File: src/rtl/adder_result_fifo.sv
// Output-side FIFO for the 8-bit adder: buffers {carry,sum} results and serves them on valid/ready.
// One-cycle push-to-head latency; a full FIFO without a pop drops the push and records it.
module adder_result_fifo #(
   parameter int DEPTH  = 8,
   parameter int ADDR_W = 3,
   parameter int DROP_W = 8
) (
   input  logic              clk,
   input  logic              reset,
   input  logic              Data_ready,
   input  logic [7:0]        Sum_result,
   input  logic              Sum_carry,
   output logic              out_valid,
   input  logic              out_ready,
   output logic [8:0]        out_data,
   output logic [ADDR_W:0]   fifo_count,
   output logic              full,
   output logic              empty,
   output logic              overflow,
   output logic [DROP_W-1:0] drop_count,
   input  logic              clr_overflow
);

   localparam logic [ADDR_W:0]   FULL_CNT = (ADDR_W+1)'(DEPTH);
   localparam logic [ADDR_W:0]   CNT_ONE  = (ADDR_W+1)'(1);
   localparam logic [ADDR_W-1:0] PTR_ONE  = ADDR_W'(1);
   localparam logic [DROP_W-1:0] DROP_ONE = DROP_W'(1);

   logic [8:0]        mem [DEPTH];
   logic [ADDR_W-1:0] wr_ptr, rd_ptr, rd_next;
   logic [ADDR_W:0]   count_next;
   logic [8:0]        din;
   logic              pop, push_ok, drop;

   assign din       = {Sum_carry, Sum_result};
   assign empty     = (fifo_count == '0);
   assign full      = (fifo_count == FULL_CNT);
   assign out_valid = !empty;
   assign pop       = out_valid & out_ready;
   assign push_ok   = Data_ready & (!full | pop);
   assign drop      = Data_ready & full & !pop;
   assign rd_next   = pop ? rd_ptr + PTR_ONE : rd_ptr;

   always_comb begin
      count_next = fifo_count;
      if (push_ok && !pop)
         count_next = fifo_count + CNT_ONE;
      else if (pop && !push_ok)
         count_next = fifo_count - CNT_ONE;
   end

   always_ff @(posedge clk) begin
      if (push_ok && !reset)
         mem[wr_ptr] <= din;
   end

   always_ff @(posedge clk) begin
      if (reset) begin
         wr_ptr     <= '0;
         rd_ptr     <= '0;
         fifo_count <= '0;
         out_data   <= '0;
      end else begin
         if (push_ok)
            wr_ptr <= wr_ptr + PTR_ONE;
         rd_ptr     <= rd_next;
         fifo_count <= count_next;
         // Reload the head when it changes; bypass when the new head is the entry being written now.
         if (count_next != '0 && (pop || empty))
            out_data <= (push_ok && wr_ptr == rd_next) ? din : mem[rd_next];
      end
   end

   always_ff @(posedge clk) begin
      if (reset) begin
         overflow   <= 1'b0;
         drop_count <= '0;
      end else if (drop) begin
         overflow   <= 1'b1;
         if (clr_overflow)
            drop_count <= DROP_ONE;
         else if (drop_count != '1)
            drop_count <= drop_count + DROP_ONE;
      end else if (clr_overflow) begin
         overflow   <= 1'b0;
         drop_count <= '0;
      end
   end

endmodule
File: config.mk
export PLATFORM = sky130hd
export DESIGN_NAME = adder_result_fifo
export DESIGN_NICKNAME = d
export VERILOG_FILES = /design/src/rtl/adder_result_fifo.sv
export SDC_FILE = /design/constraint.sdc
export NUM_CORES = 1
export LEC_CHECK = 0
export BUFFER_PORTS_ARGS = -buffer_cell sky130_fd_sc_hd__buf_2
export CORE_MARGIN = 2
export CORE_UTILIZATION = 59
export CTS_CLUSTER_SIZE = 10
export DETAILED_ROUTE_END_ITERATION = 10
export GPL_TIMING_DRIVEN = 0
export PLACE_DENSITY = 0.79
export SLEW_MARGIN = 40
export SYNTH_ARGS = -nofsm -noshare
export SYNTH_HDL_FRONTEND = slang
export SYNTH_SLANG_ARGS = --single-unit
File: constraint.sdc
create_clock -name clk -period 3.1 [get_ports clk]
set_clock_uncertainty 0.1 [all_clocks]
set_input_delay 0.31 -clock clk [delete_from_list [all_inputs] [get_ports clk]]
set_output_delay 0.31 -clock clk [all_outputs]
set_load 0.02 [all_outputs]
-- Word-level counts from Yosys, hierarchy flattened
Memories as Yosys holds them, arrays and structs flattened. A register that Yosys moved wholly into a read port is not among the register bits.
Cells that the tools add are included.
- memories kept: 1
- word-level logic and storage cells: 44
- register bits: 19
- memory bits (writable): 72
- memory list (name ; words ; bits a word ; read ports ; clocked after Yosys merged registers in ; write ports ; line ; text):
    mem ; 8 ; 9 ; 1 ; 1 ; 1 ; 29 ; logic [8:0] mem [DEPTH];
- reduce and logical (&&, ||, !) cells: 15
- eq/ne operators: 2
- multiplexer cells: 11
- bitwise gates (word level): 5
- add/subtract/negate cells: 5
- operators by type and width (operator ; number):
    8-bit two-way mux ; 4
    8-bit by 1-bit adder with 8-bit output, second input constant ; 1
    4-bit two-way mux ; 2
    8-bit != test, second input constant ; 1
    3-bit by 1-bit adder with 3-bit output, second input constant ; 2
    1-bit zero test ; 5
    4-bit by 1-bit adder with 4-bit output, second input constant ; 1
    1-bit bitwise AND ; 4
    4-bit equality test, second input constant ; 1
    1-bit logical AND ; 4
    4-bit zero test ; 1
    1-bit two-way mux ; 4
    2-bit nonzero test ; 2
    4-bit nonzero test ; 1
    4-bit by 1-bit subtractor with 4-bit output, second input constant ; 1
    3-bit two-way mux ; 1
    2-bit AND reduction ; 1
    1-bit logical OR ; 1
    1-bit bitwise OR ; 1

-- Longest topological paths before layout
Gate-level depths: netlist (run 1).
- word-level depth: 11
- mapped depth: 11

-- Worst setup path before layout (run 1)
OpenSTA, ideal clock, no wires.
- path type: reg-to-reg
- start: register fifo_count[0]
- end: register out_data[0] (read register of mem)
- data arrival time: 2499 ps
- path slack: 360 ps
- period minus slack after synthesis: 2740 ps
- cell stages (with the launch flop): 11
- cells stage by stage: dfxtp_1 > inv_1 > ha_1 > or3b_1 > buf_2 > buf_1 > nand2_1 > a21oi_1 > a211oi_1 > o21ai_0 > a311oi_1
- cells in the longest elaborated chain, start to end: 11
- elaborated cells on any way between the ends: 19
- ends and longest elaborated chain (what ; line ; text):
    start: declaration ; 16 ; output logic [ADDR_W:0] fifo_count,
    start signal: assignment ; 67 ; fifo_count <= count_next;
    4-bit zero test * ; 36 ; assign empty = (fifo_count == '0);
    1-bit zero test * ; 38 ; assign out_valid = !empty;
    via out_valid ; 13 ; output logic out_valid,
    1-bit bitwise AND * ; 39 ; assign pop = out_valid & out_ready;
    1-bit bitwise OR ; 40 ; assign push_ok = Data_ready & (!full | pop);
    1-bit bitwise AND ; 40 ;
    1-bit zero test ; 48 ; else if (pop && !push_ok)
    1-bit logical AND ; 48 ;
    4-bit two-way mux ; 48 ;
    4-bit two-way mux ; 46 ; if (push_ok && !pop)
    4-bit nonzero test ; 69 ; if (count_next != '0 && (pop || empty))
    1-bit logical AND ; 69 ;
    end: declaration ; 15 ; output logic [8:0] out_data,
The timed path passes the listed nets; every way through them passes the cells marked *.
A chain may end at the register's enable or synchronous reset.

-- Worst setup path after layout (run 1)
- start: register fifo_count[1]
- end: register out_data[2] (read register of mem)
- cells in the longest elaborated chain, start to end: 11
- elaborated cells on any way between the ends: 19
- ends and longest elaborated chain (what ; line):
    4-bit zero test ; 36
    1-bit zero test ; 38
    1-bit bitwise AND ; 39
    1-bit bitwise OR ; 40
    1-bit bitwise AND ; 40
    1-bit zero test ; 48
    1-bit logical AND ; 48
    4-bit two-way mux ; 48
    4-bit two-way mux ; 46
    4-bit nonzero test ; 69
    1-bit logical AND ; 69
Several ways; a longest one is shown, not always the timed one.

==> results.sh, run 1 <==
export IMPL_fp_row_count=32
export IMPL_die_area_um2=8560
export IMPL_routedWlPerCell_um=20.7
export IMPL_drc=0
export IMPL_path_cells="inv_1 > ha_4 > or3b_1 > buf_2 > a211o_1 > buf_2 > buf_4 > mux2i_1 > a211oi_1 > o21ai_0 > a311oi_1"
export IMPL_clkLatencyLatePin_ps=360
export IMPL_fp_coreArea_um2=7650
export IMPL_slew_headroom_pct=48.9
export IMPL_grt_max_degree=17
export IMPL_cts_buffer_depth=2
export IMPL_cts_root_buffer="clkbuf_8"
export IMPL_synth_seq_cells=100
export IMPL_synthToLayoutAreaGrowth_pct=14.3
export IMPL_synth_edff_count=72
export IMPL_die_height_um=92.5
export IMPL_ioPinCount=39
export IMPL_status="complete, no violations"
export IMPL_antenna_found_initial=0
export IMPL_cpPeakStageDelay_ps=380
export IMPL_yosysMostFrequentCell="edfxtp_1"
export IMPL_slowest_stage="dfxtp_1"
export IMPL_fin_crit_ps=2960
export IMPL_start_util_pct=60.5
export IMPL_critPathKind="reg2reg"
export IMPL_cp_start_kind="flop"
export IMPL_synthArstFlopShare_pct=0
export IMPL_yosysSeqAreaShare_pct=58.9
export IMPL_layoutNonFillerInstCount=545
export IMPL_multi_input_area_um2=1820
export IMPL_synth_top_area_share_pct=46.8
export IMPL_grt_usage_pct=27.6
export IMPL_drtPass1Iterations=5
export IMPL_p_leak_uw=0.00187
export IMPL_grt_pass1_vias=3444
export IMPL_final_core_util_pct=69.1
export IMPL_synth_area_leaders="edfxtp_1 (47%), dfxtp_1 (12%), a211oi_1 (5.5%)"
export IMPL_crit_required_ps=3270
export IMPL_cp_arrival_ps=3130
export IMPL_avgSynthCellArea_um2=12.0
export IMPL_place_area_um2=4980
export IMPL_grt_pass1_wl_mm=17.7
export IMPL_setup_viol=0
export IMPL_final_area_um2=5290
export IMPL_synthFlopType="edfxtp_1"
export IMPL_critPathMaxFanout=10
export IMPL_grt_ovfl_total=0
export IMPL_tns_ps=0
export IMPL_syn_area_um2=4620
export IMPL_synth_cell_types=48
export IMPL_yosys_area_top_type="edfxtp_1"
export IMPL_power_density_nw_per_um2=667
export IMPL_chipWidth_um=92.5
export IMPL_drive_above_1_share_pct=22.6
export IMPL_syn_inst=385
export IMPL_crit_path_end_kind="flop"
export IMPL_vias=3487
export IMPL_cts_tree="yes"
export IMPL_diodes=0
export IMPL_ant_nets=0
export IMPL_clk_pin_slew_worst_paths_ps=100
export IMPL_min_path_type="in2reg"
export IMPL_clkSinkCount=100
export IMPL_portBuffers=37
export IMPL_rsz0062_at_grt="false"
export IMPL_dpl_hpwl_mm=7.29
export IMPL_synthesis_nets=404
export IMPL_gp_congestion=0.896
export IMPL_cts_made_buffers=9
export IMPL_h_tree_depth=3
export IMPL_drt_iter0_markers=271
export IMPL_yosys_warnings=0
export IMPL_fillCellCount=570
export IMPL_seq_area_um2=2720
export IMPL_hold_viol_final=0
export IMPL_maxSlewViolCount=0
export IMPL_fin_crit_sh_pct=95.5
export IMPL_ir_drop_mv=0.513
export IMPL_via_per_inst=6.40
export IMPL_max_slew_worst_pin_slew_ps=766
export IMPL_worst_path_most_repeated_cell="buf_2"
export IMPL_max_freq_mhz=338
export IMPL_place_inst=526
export IMPL_wl_mm=11.3
export IMPL_synth_common_cells="edfxtp_1 (72), a211oi_1 (34), dfxtp_1 (28)"
export IMPL_nets=457
export IMPL_maxCapViolations=0
-- cell usage in the layout (no fill, tap or decap), types with 3 or more instances in the layout --
master / instances
a2111oi_0: 4
a2111oi_1: 6
a2111oi_2: 8
a211oi_1: 33
a21oi_1: 16
a311oi_1: 9
buf_2: 42
buf_4: 10
clkbuf_1: 12
clkbuf_2: 5
clkbuf_8: 10
dfxtp_1: 28
edfxtp_1: 72
ha_1: 4
inv_1: 24
mux2i_1: 19
mux4_2: 4
nand2_1: 21
nand2b_1: 5
nand3_1: 6
nand4_1: 4
nor2_1: 16
nor2_2: 6
nor2b_1: 9
nor3_1: 4
o211ai_1: 4
o21ai_0: 10
o21ai_1: 3
or3_1: 4
xnor2_1: 4
xor2_1: 5
-- through the flow --
step                      worst slack, ps  power (uW)  hold slack [ps]
after detailed placement            -73.1        2670              378
after floorplan                       360        2340              293
after global routing                 8.90        3670              100
after global placement               -340        2630              357
after CTS                            21.9        3420             77.4
final                                 140        3530             79.3
-- power breakdown --
part | switching [uW] | leakage, uW | total, uW | internal [uW]
Combinational | 746 | 0.000899 | 1180 | 436
Clock | 451 | 0.0000913 | 767 | 317
Sequential | 60.7 | 0.000880 | 1580 | 1520
-- path summary, 6_finish.rpt --
| kind | from | endpoint | slack (ps) | cells past startpoint |
|---|---|---|---|---|
| max | fifo_count[1] | out_data[2] | 140 | 11 |
| min | clr_overflow | drop_count[0] | 80 | 2 |
| max reg2reg | fifo_count[1] | out_data[2] | 140 | 11 |
| min reg2reg | overflow | overflow | 400 | 2 |
-- registers in the layout, summed over array words and instances, names as in the netlist --
signal      count
mem            72
out_data        9
drop_count      8
fifo_count      4
rd_ptr          3
wr_ptr          3
overflow        1
-- final cells by class --
| type | count | share of cell area (%) |
|---|---|---|
| Multi-Input combinational cell | 235 | 34.4 |
| Inverter | 24 | 1.70 |
| Sequential cell | 100 | 51.5 |
| Tap cell | 102 | 2.41 |
| Buffer | 25 | 2.30 |
| Clock inverter | 5 | 0.663 |
| Clock buffer | 11 | 2.68 |
| Timing Repair Buffer | 43 | 4.36 |
-- kinds of logic after synthesis --
| group | Yosys count | synth area share, % |
|---|---|---|
| AO/OA/AOI/OAI | 106 | 16.9 |
| buffers and inverters | 50 | 4.49 |
| XOR/XNOR | 9 | 1.70 |
| flip-flops | 100 | 58.9 |
| AND/OR/NAND/NOR | 91 | 10.3 |
| adder cells (fa/ha/maj) | 5 | 1.35 |
| multiplexers | 24 | 6.31 |
-- layer usage --
| layer | vias up | routed length (um) | track usage [%] |
|---|---|---|---|
| li1 | 1592 | - | - |
| met1 | 1672 | 4590 | 35.3 |
| met2 | 181 | 5510 | 46.5 |
| met3 | 42 | 775 | 4.56 |
| met4 | 0 | 399 | 12.2 |
| met5 | - | 0 | 0 |
-- critical path, delay by kind of cell, from the launching register on --
family	cells	cell delay [ps]
compound gates	4	940
buf+inv	4	750
flops	1	380
simple gates	1	350
fa+ha+maj	1	200
mux	1	140
-- timing repair --
action	CTS	global route
buffers inserted	2	2
resized for setup	2	35
setup endpoints to repair	9	9
pin swaps	1	1
hold buffers	0	0
Power figures use the tool's default switching activity.
==> run 2: changes to the inputs <==
--- a/config.mk
+++ b/config.mk
@@ -5,13 +5,14 @@
 export SDC_FILE = /design/constraint.sdc
 export NUM_CORES = 1
 export LEC_CHECK = 0
+export ABC_AREA = 1
 export BUFFER_PORTS_ARGS = -buffer_cell sky130_fd_sc_hd__buf_2
 export CORE_MARGIN = 2
-export CORE_UTILIZATION = 59
+export CORE_UTILIZATION = 60
 export CTS_CLUSTER_SIZE = 10
 export DETAILED_ROUTE_END_ITERATION = 10
 export GPL_TIMING_DRIVEN = 0
-export PLACE_DENSITY = 0.79
+export PLACE_DENSITY = 0.8
 export SLEW_MARGIN = 40
 export SYNTH_ARGS = -nofsm -noshare
 export SYNTH_HDL_FRONTEND = slang
==> constraint.sdc (replaced) <==
create_clock -name clk -period 3.3 [get_ports clk]
set_clock_uncertainty 0.1 [all_clocks]
set_input_delay 0.33 -clock clk [delete_from_list [all_inputs] [get_ports clk]]
set_output_delay 0.33 -clock clk [all_outputs]
set_load 0.02 [all_outputs]
==> results.sh, run 2 <==
export IMPL_gp_congestion=0.929
export IMPL_cts_root_buffer="clkbuf_8"
export IMPL_cts_tree="yes"
export IMPL_cts_hold_buf=0
export IMPL_drc=0
export IMPL_min_path_type="in2reg"
export IMPL_yosysMostFrequentCell="nand2_1"
export IMPL_ant_nets=0
export IMPL_yosysSeqAreaShare_pct=55.0
export IMPL_crit_required_ps=3200
export IMPL_max_slew_worst_pin_slew_ps=809
export IMPL_synth_edff_count=72
export IMPL_syn_area_um2=4950
export IMPL_cp_arrival_ps=2480
export IMPL_status="complete, no violations"
export IMPL_ioPinCount=39
export IMPL_largest_reg_flops=72
export IMPL_fp_row_count=33
export IMPL_worst_path_buf_inv=2
export IMPL_synthesis_nets=607
export IMPL_p_leak_uw=0.00260
export IMPL_grt_ovfl_total=0
export IMPL_fin_crit_ps=2580
export IMPL_cts_made_buffers=9
export IMPL_setup_viol=0
export IMPL_ctsResizeCount=0
export IMPL_portBuffers=38
export IMPL_setup_slack_ps=716
export IMPL_synth_top_area_share_pct=43.7
export IMPL_synthFlopType="edfxtp_1"
export IMPL_grt_pass1_wl_mm=17.5
export IMPL_final_common_cell="nand2_1"
export IMPL_crit_path_end_kind="flop"
export IMPL_max_freq_mhz=387
export IMPL_grt_pass1_vias=3822
export IMPL_via_per_inst=5.22
export IMPL_ir_drop_mv=0.335
export IMPL_critPathMaxFanout=9
export IMPL_drive_above_1_share_pct=15.0
export IMPL_synth_area_leaders="edfxtp_1 (44%), nand2_1 (13%), dfxtp_1 (11%)"
export IMPL_wl_mm=10.6
export IMPL_dpl_hpwl_mm=7.60
export IMPL_clk_pin_slew_worst_paths_ps=100
export IMPL_critPathKind="reg2reg"
export IMPL_avgSynthCellArea_um2=8.42
export IMPL_drtPass1Iterations=5
export IMPL_cp_start_kind="flop"
export IMPL_cpPeakStageDelay_ps=700
export IMPL_synth_cell_types=30
export IMPL_largest_register="mem"
export IMPL_vias=3901
export IMPL_start_util_pct=61.1
export IMPL_antenna_found_initial=0
export IMPL_synthArstFlopShare_pct=0
export IMPL_path_cells="inv_1 > ha_1 > nand4_1 > nand2_1 > inv_1 > nand3_1 > nor2_1"
export IMPL_cpLargestDelayFamily="simple AND/OR/NAND/NOR gates"
export IMPL_syn_inst=588
export IMPL_synthToLayoutAreaGrowth_pct=10.2
export IMPL_tns_ps=0
export IMPL_clkSinkCount=100
export IMPL_maxSlewViolCount=0
export IMPL_rsz0062_at_grt="false"
export IMPL_yosys_warnings=0
export IMPL_yosys_area_top_type="edfxtp_1"
export IMPL_die_height_um=94.8
export IMPL_maxCapViolations=0
export IMPL_grt_usage_pct=26.0
export IMPL_slowest_stage="nor2_1"
export IMPL_diodes=0
export IMPL_final_cell_mix="nand2_1 (165), inv_1 (109), nand3_1 (73), edfxtp_1 (72), nor2_1 (51)"
export IMPL_fp_coreArea_um2=8090
export IMPL_dp_slack_ps=759
export IMPL_grt_max_degree=17
export IMPL_slew_headroom_pct=45.9
export IMPL_worst_path_most_repeated_cell="inv_1"
export IMPL_h_tree_depth=3
export IMPL_power_density_nw_per_um2=634
export IMPL_synth_common_cells="nand2_1 (165), inv_1 (109), nand3_1 (73)"
export IMPL_fin_crit_sh_pct=78.3
export IMPL_fillCellCount=635
export IMPL_die_area_um2=8990
export IMPL_cts_setup_buffers=0
export IMPL_clkLatencyLatePin_ps=370
export IMPL_cts_buffer_depth=2
export IMPL_chipWidth_um=94.8
export IMPL_hold_viol_final=0
export IMPL_drt_iter0_markers=264
export IMPL_routedWlPerCell_um=14.2
export IMPL_nets=656
export IMPL_reg_top3="mem (72), out_data (9), drop_count (8)"
export IMPL_synth_seq_cells=100
run 2: changes by cell type after synthesis, sizes merged, moves of 10 or more:
cell | previous run | this run
nand2 | 21 | 174
clkbuf | 16 | 2
a2111oi | 18 | 0
nand3 | 6 | 77
nor2 | 22 | 62
inv | 24 | 114
mux2i | 19 | 0
a211oi | 34 | 1
nor2b | 10 | 0
run 2: cell type report:
class	count	area, um2	area share (%)
tap	105	131	2.41
clock inverter	5	33.8	0.619
inverter	114	428	7.85
timing repair buffer	38	190	3.49
buffer	16	111	2.04
clock buffer	11	133	2.43
sequential	100	2720	49.9
multi-input combinational	358	1700	31.2
run 2: worst reg2reg max path, stage by stage (launching register included):
cell,delay (ps)
dfxtp_1,410
inv_1,120
ha_1,290
nand4_1,120
nand2_1,120
inv_1,110
nand3_1,240
nor2_1,700
run 2: where the power goes:
group,internal (uW),switching [uW],total [uW]
logic,407,867,1270
registers,1430,50.2,1480
clock network,281,424,705
run 2: per-layer routing:
metal / wire [um] / part of all wire, % / track usage (%) / up-vias
met5: 0 / 0 / 0 / -
met4: 274 / 2.6 / 11.5 / 0
met3: 653 / 6.2 / 4.95 / 19
met2: 5370 / 51 / 44.6 / 150
met1: 4320 / 41 / 31.9 / 1773
li1: - / - / - / 1959
run 2: worst paths after layout:
kind	from	cells past startpoint	slack [ps]	to
hold / removal	Sum_result[4]	1	170	mem[6][4]
hold reg to reg	overflow	2	360	overflow
setup / recovery	fifo_count[0]	7	720	mem[0][0]
setup reg to reg	fifo_count[0]	7	720	mem[0][0]
run 2: kinds of logic after synthesis:
logic type	share of synthesized area (%)
flops	55.0
buf+inv	10.9
simple gates	30.1
compound gates	2.23
fa+ha+maj	1.26
xor+xnor	0.531
run 2: metrics by stage:
stage	total power (uW)	utilization (%)	hold WS [ps]	instances	cell area, um2
after floorplan	2420	-	329	588	4950
after global placement	2730	65.1	340	731	5270
after detailed placement	2770	65.1	346	731	5270
after CTS	3460	67.2	151	747	5440
after global routing	3690	67.4	143	747	5450
final	3460	67.4	169	747	5450
==> run 3: changes to the inputs <==
--- a/config.mk
+++ b/config.mk
@@ -8,11 +8,11 @@
 export ABC_AREA = 1
 export BUFFER_PORTS_ARGS = -buffer_cell sky130_fd_sc_hd__buf_2
 export CORE_MARGIN = 2
-export CORE_UTILIZATION = 60
+export CORE_UTILIZATION = 54
 export CTS_CLUSTER_SIZE = 10
 export DETAILED_ROUTE_END_ITERATION = 10
 export GPL_TIMING_DRIVEN = 0
-export PLACE_DENSITY = 0.8
+export PLACE_DENSITY = 0.76
 export SLEW_MARGIN = 40
 export SYNTH_ARGS = -nofsm -noshare
 export SYNTH_HDL_FRONTEND = slang
==> constraint.sdc (replaced) <==
create_clock -name clk -period 2.35 [get_ports clk]
set_clock_uncertainty 0.1 [all_clocks]
set_input_delay 0.235 -clock clk [delete_from_list [all_inputs] [get_ports clk]]
set_output_delay 0.235 -clock clk [all_outputs]
set_load 0.02 [all_outputs]
==> results.sh, run 3 (synthesis gave the netlist of run 2 again) <==
export IMPL_place_area_um2=5270
export IMPL_via_per_inst=5.26
export IMPL_reg_top3="mem (72), out_data (9), drop_count (8)"
export IMPL_layoutNonFillerInstCount=754
export IMPL_start_util_pct=56.2
export IMPL_rsz0062_at_grt="false"
export IMPL_final_area_um2=5600
export IMPL_portBuffers=38
export IMPL_worst_path_most_repeated_cell="nor2_1"
export IMPL_grt_max_degree=18
export IMPL_fin_crit_ps=2150
export IMPL_cp_arrival_ps=2320
export IMPL_nets=660
export IMPL_place_inst=734
export IMPL_dpl_hpwl_mm=7.60
export IMPL_worst_path_buf_inv=3
export IMPL_slew_headroom_pct=63.1
export IMPL_maxSlewViolCount=0
export IMPL_cpLargestDelayFamily="simple AND/OR/NAND/NOR gates"
export IMPL_final_common_cell="nand2_1"
export IMPL_die_area_um2=9950
export IMPL_cts_hold_buf=0
export IMPL_die_height_um=99.7
export IMPL_setup_viol=0
export IMPL_clkLatencyLatePin_ps=360
export IMPL_wl_mm=10.8
export IMPL_grt_usage_pct=22.8
export IMPL_ant_nets=0
export IMPL_max_freq_mhz=464
export IMPL_largest_register="mem"
export IMPL_crit_required_ps=2520
export IMPL_grt_pass1_wl_mm=17.5
export IMPL_crit_path_end_kind="flop"
export IMPL_critPathMaxFanout=10
export IMPL_gp_congestion=0.887
export IMPL_diodes=0
export IMPL_slowest_stage="dfxtp_2"
export IMPL_cts_buffer_depth=2
export IMPL_path_cells="inv_1 > ha_4 > nand2_4 > buf_6 > nand3_2 > nand2_4 > buf_4 > nand2_1 > nand3_1 > nand3_1 > nand2_1 > nor2_1 > nor2_1 > nor2_1"
export IMPL_synthToLayoutAreaGrowth_pct=13.2
export IMPL_power_density_nw_per_um2=901
export IMPL_cpPeakStageDelay_ps=380
export IMPL_maxCapViolations=0
export IMPL_critPathKind="reg2reg"
export IMPL_drt_iter0_markers=173
export IMPL_hold_viol_final=0
export IMPL_holdPathStages=3
export IMPL_drtPass1Iterations=5
export IMPL_ir_drop_mv=0.403
export IMPL_fillCellCount=746
export IMPL_grt_pass1_vias=3793
export IMPL_clk_pin_slew_worst_paths_ps=100
export IMPL_final_cell_mix="nand2_1 (165), inv_1 (108), nand3_1 (72), edfxtp_1 (72), nor2_1 (50)"
export IMPL_drive_above_1_share_pct=16.3
export IMPL_chipWidth_um=99.7
export IMPL_cp_start_kind="flop"
export IMPL_max_slew_worst_pin_slew_ps=552
export IMPL_cts_made_buffers=9
export IMPL_ioPinCount=39
export IMPL_h_tree_depth=3
export IMPL_cts_root_buffer="clkbuf_8"
export IMPL_status="complete, no violations"
export IMPL_clkSinkCount=100
export IMPL_min_path_type="in2reg"
export IMPL_tns_ps=0
export IMPL_timing_hold_ws_ps=85.5
export IMPL_drc=0
export IMPL_grt_ovfl_total=0
export IMPL_fp_row_count=34
export IMPL_fin_crit_sh_pct=91.6
export IMPL_cts_tree="yes"
export IMPL_r2r_cells=14
export IMPL_antenna_found_initial=0
export IMPL_largest_reg_flops=72
export IMPL_routedWlPerCell_um=14.4
export IMPL_crit_cells=14
export IMPL_vias=3969
export IMPL_p_leak_uw=0.00264
export IMPL_fp_coreArea_um2=8810
## run 3: cell types whose count changed in the layout (fill, tap and decap cells not counted), moves of 3 or more
| cell | delta |
|---|---|
| nor2_2 | -3 |
| buf_4 | +4 |
| inv_4 | -3 |
| nor2_4 | +4 |
| buf_2 | -4 |
## run 3: path summary, 6_finish.rpt
kind / endpoint / from / slack (ps)
setup reg to reg: out_data[6] / fifo_count[1] / 200
hold / removal: drop_count[0] / clr_overflow / 90
setup / recovery: out_data[6] / fifo_count[1] / 200
hold reg to reg: overflow / overflow / 400
## run 3: metrics by stage
stage	worst slack, ps	power (uW)	utilization (%)
after floorplan	118	3400	-
after global placement	-171	3850	59.9
after detailed placement	-281	3890	59.9
after CTS	-121	5000	63.1
after global routing	53.2	5330	63.6
final	197	5050	63.6
## run 3: power by group
| part | internal, uW | switching, uW |
|---|---|---|
| Clock | 500 | 599 |
| Sequential | 2010 | 70.4 |
| Combinational | 623 | 1240 |
## run 3: worst register-to-register path: cells and delay by family, from the launching register on
family,cells,cell delay (ps)
simple gates,10,940
buf+inv,3,450
flops,1,380
fa+ha+maj,1,190
## run 3: repair_timing
action	CTS	global route
pin swaps	2	1
gates resized for setup	13	10
setup endpoints to repair	81	45
buffers inserted	3	1
## run 3: cell type report
class | count | area (um2) | area share [%]
Sequential cell | 100 | 2730 | 48.7
Inverter | 114 | 430 | 7.69
Clock inverter | 5 | 60.1 | 1.07
Buffer | 16 | 129 | 2.30
Timing Repair Buffer | 42 | 245 | 4.38
Multi-Input combinational cell | 358 | 1740 | 31.1
Clock buffer | 11 | 131 | 2.35
Tap cell | 108 | 135 | 2.41
## run 3: per-layer routing
layer / track usage (%) / vias up / share of wire, %
li1: - / 1964 / -
met1: 27.3 / 1836 / 42
met2: 39.4 / 133 / 49
met3: 4.01 / 36 / 5.2
met4: 11.8 / 0 / 3.7
met5: 0 / - / 0
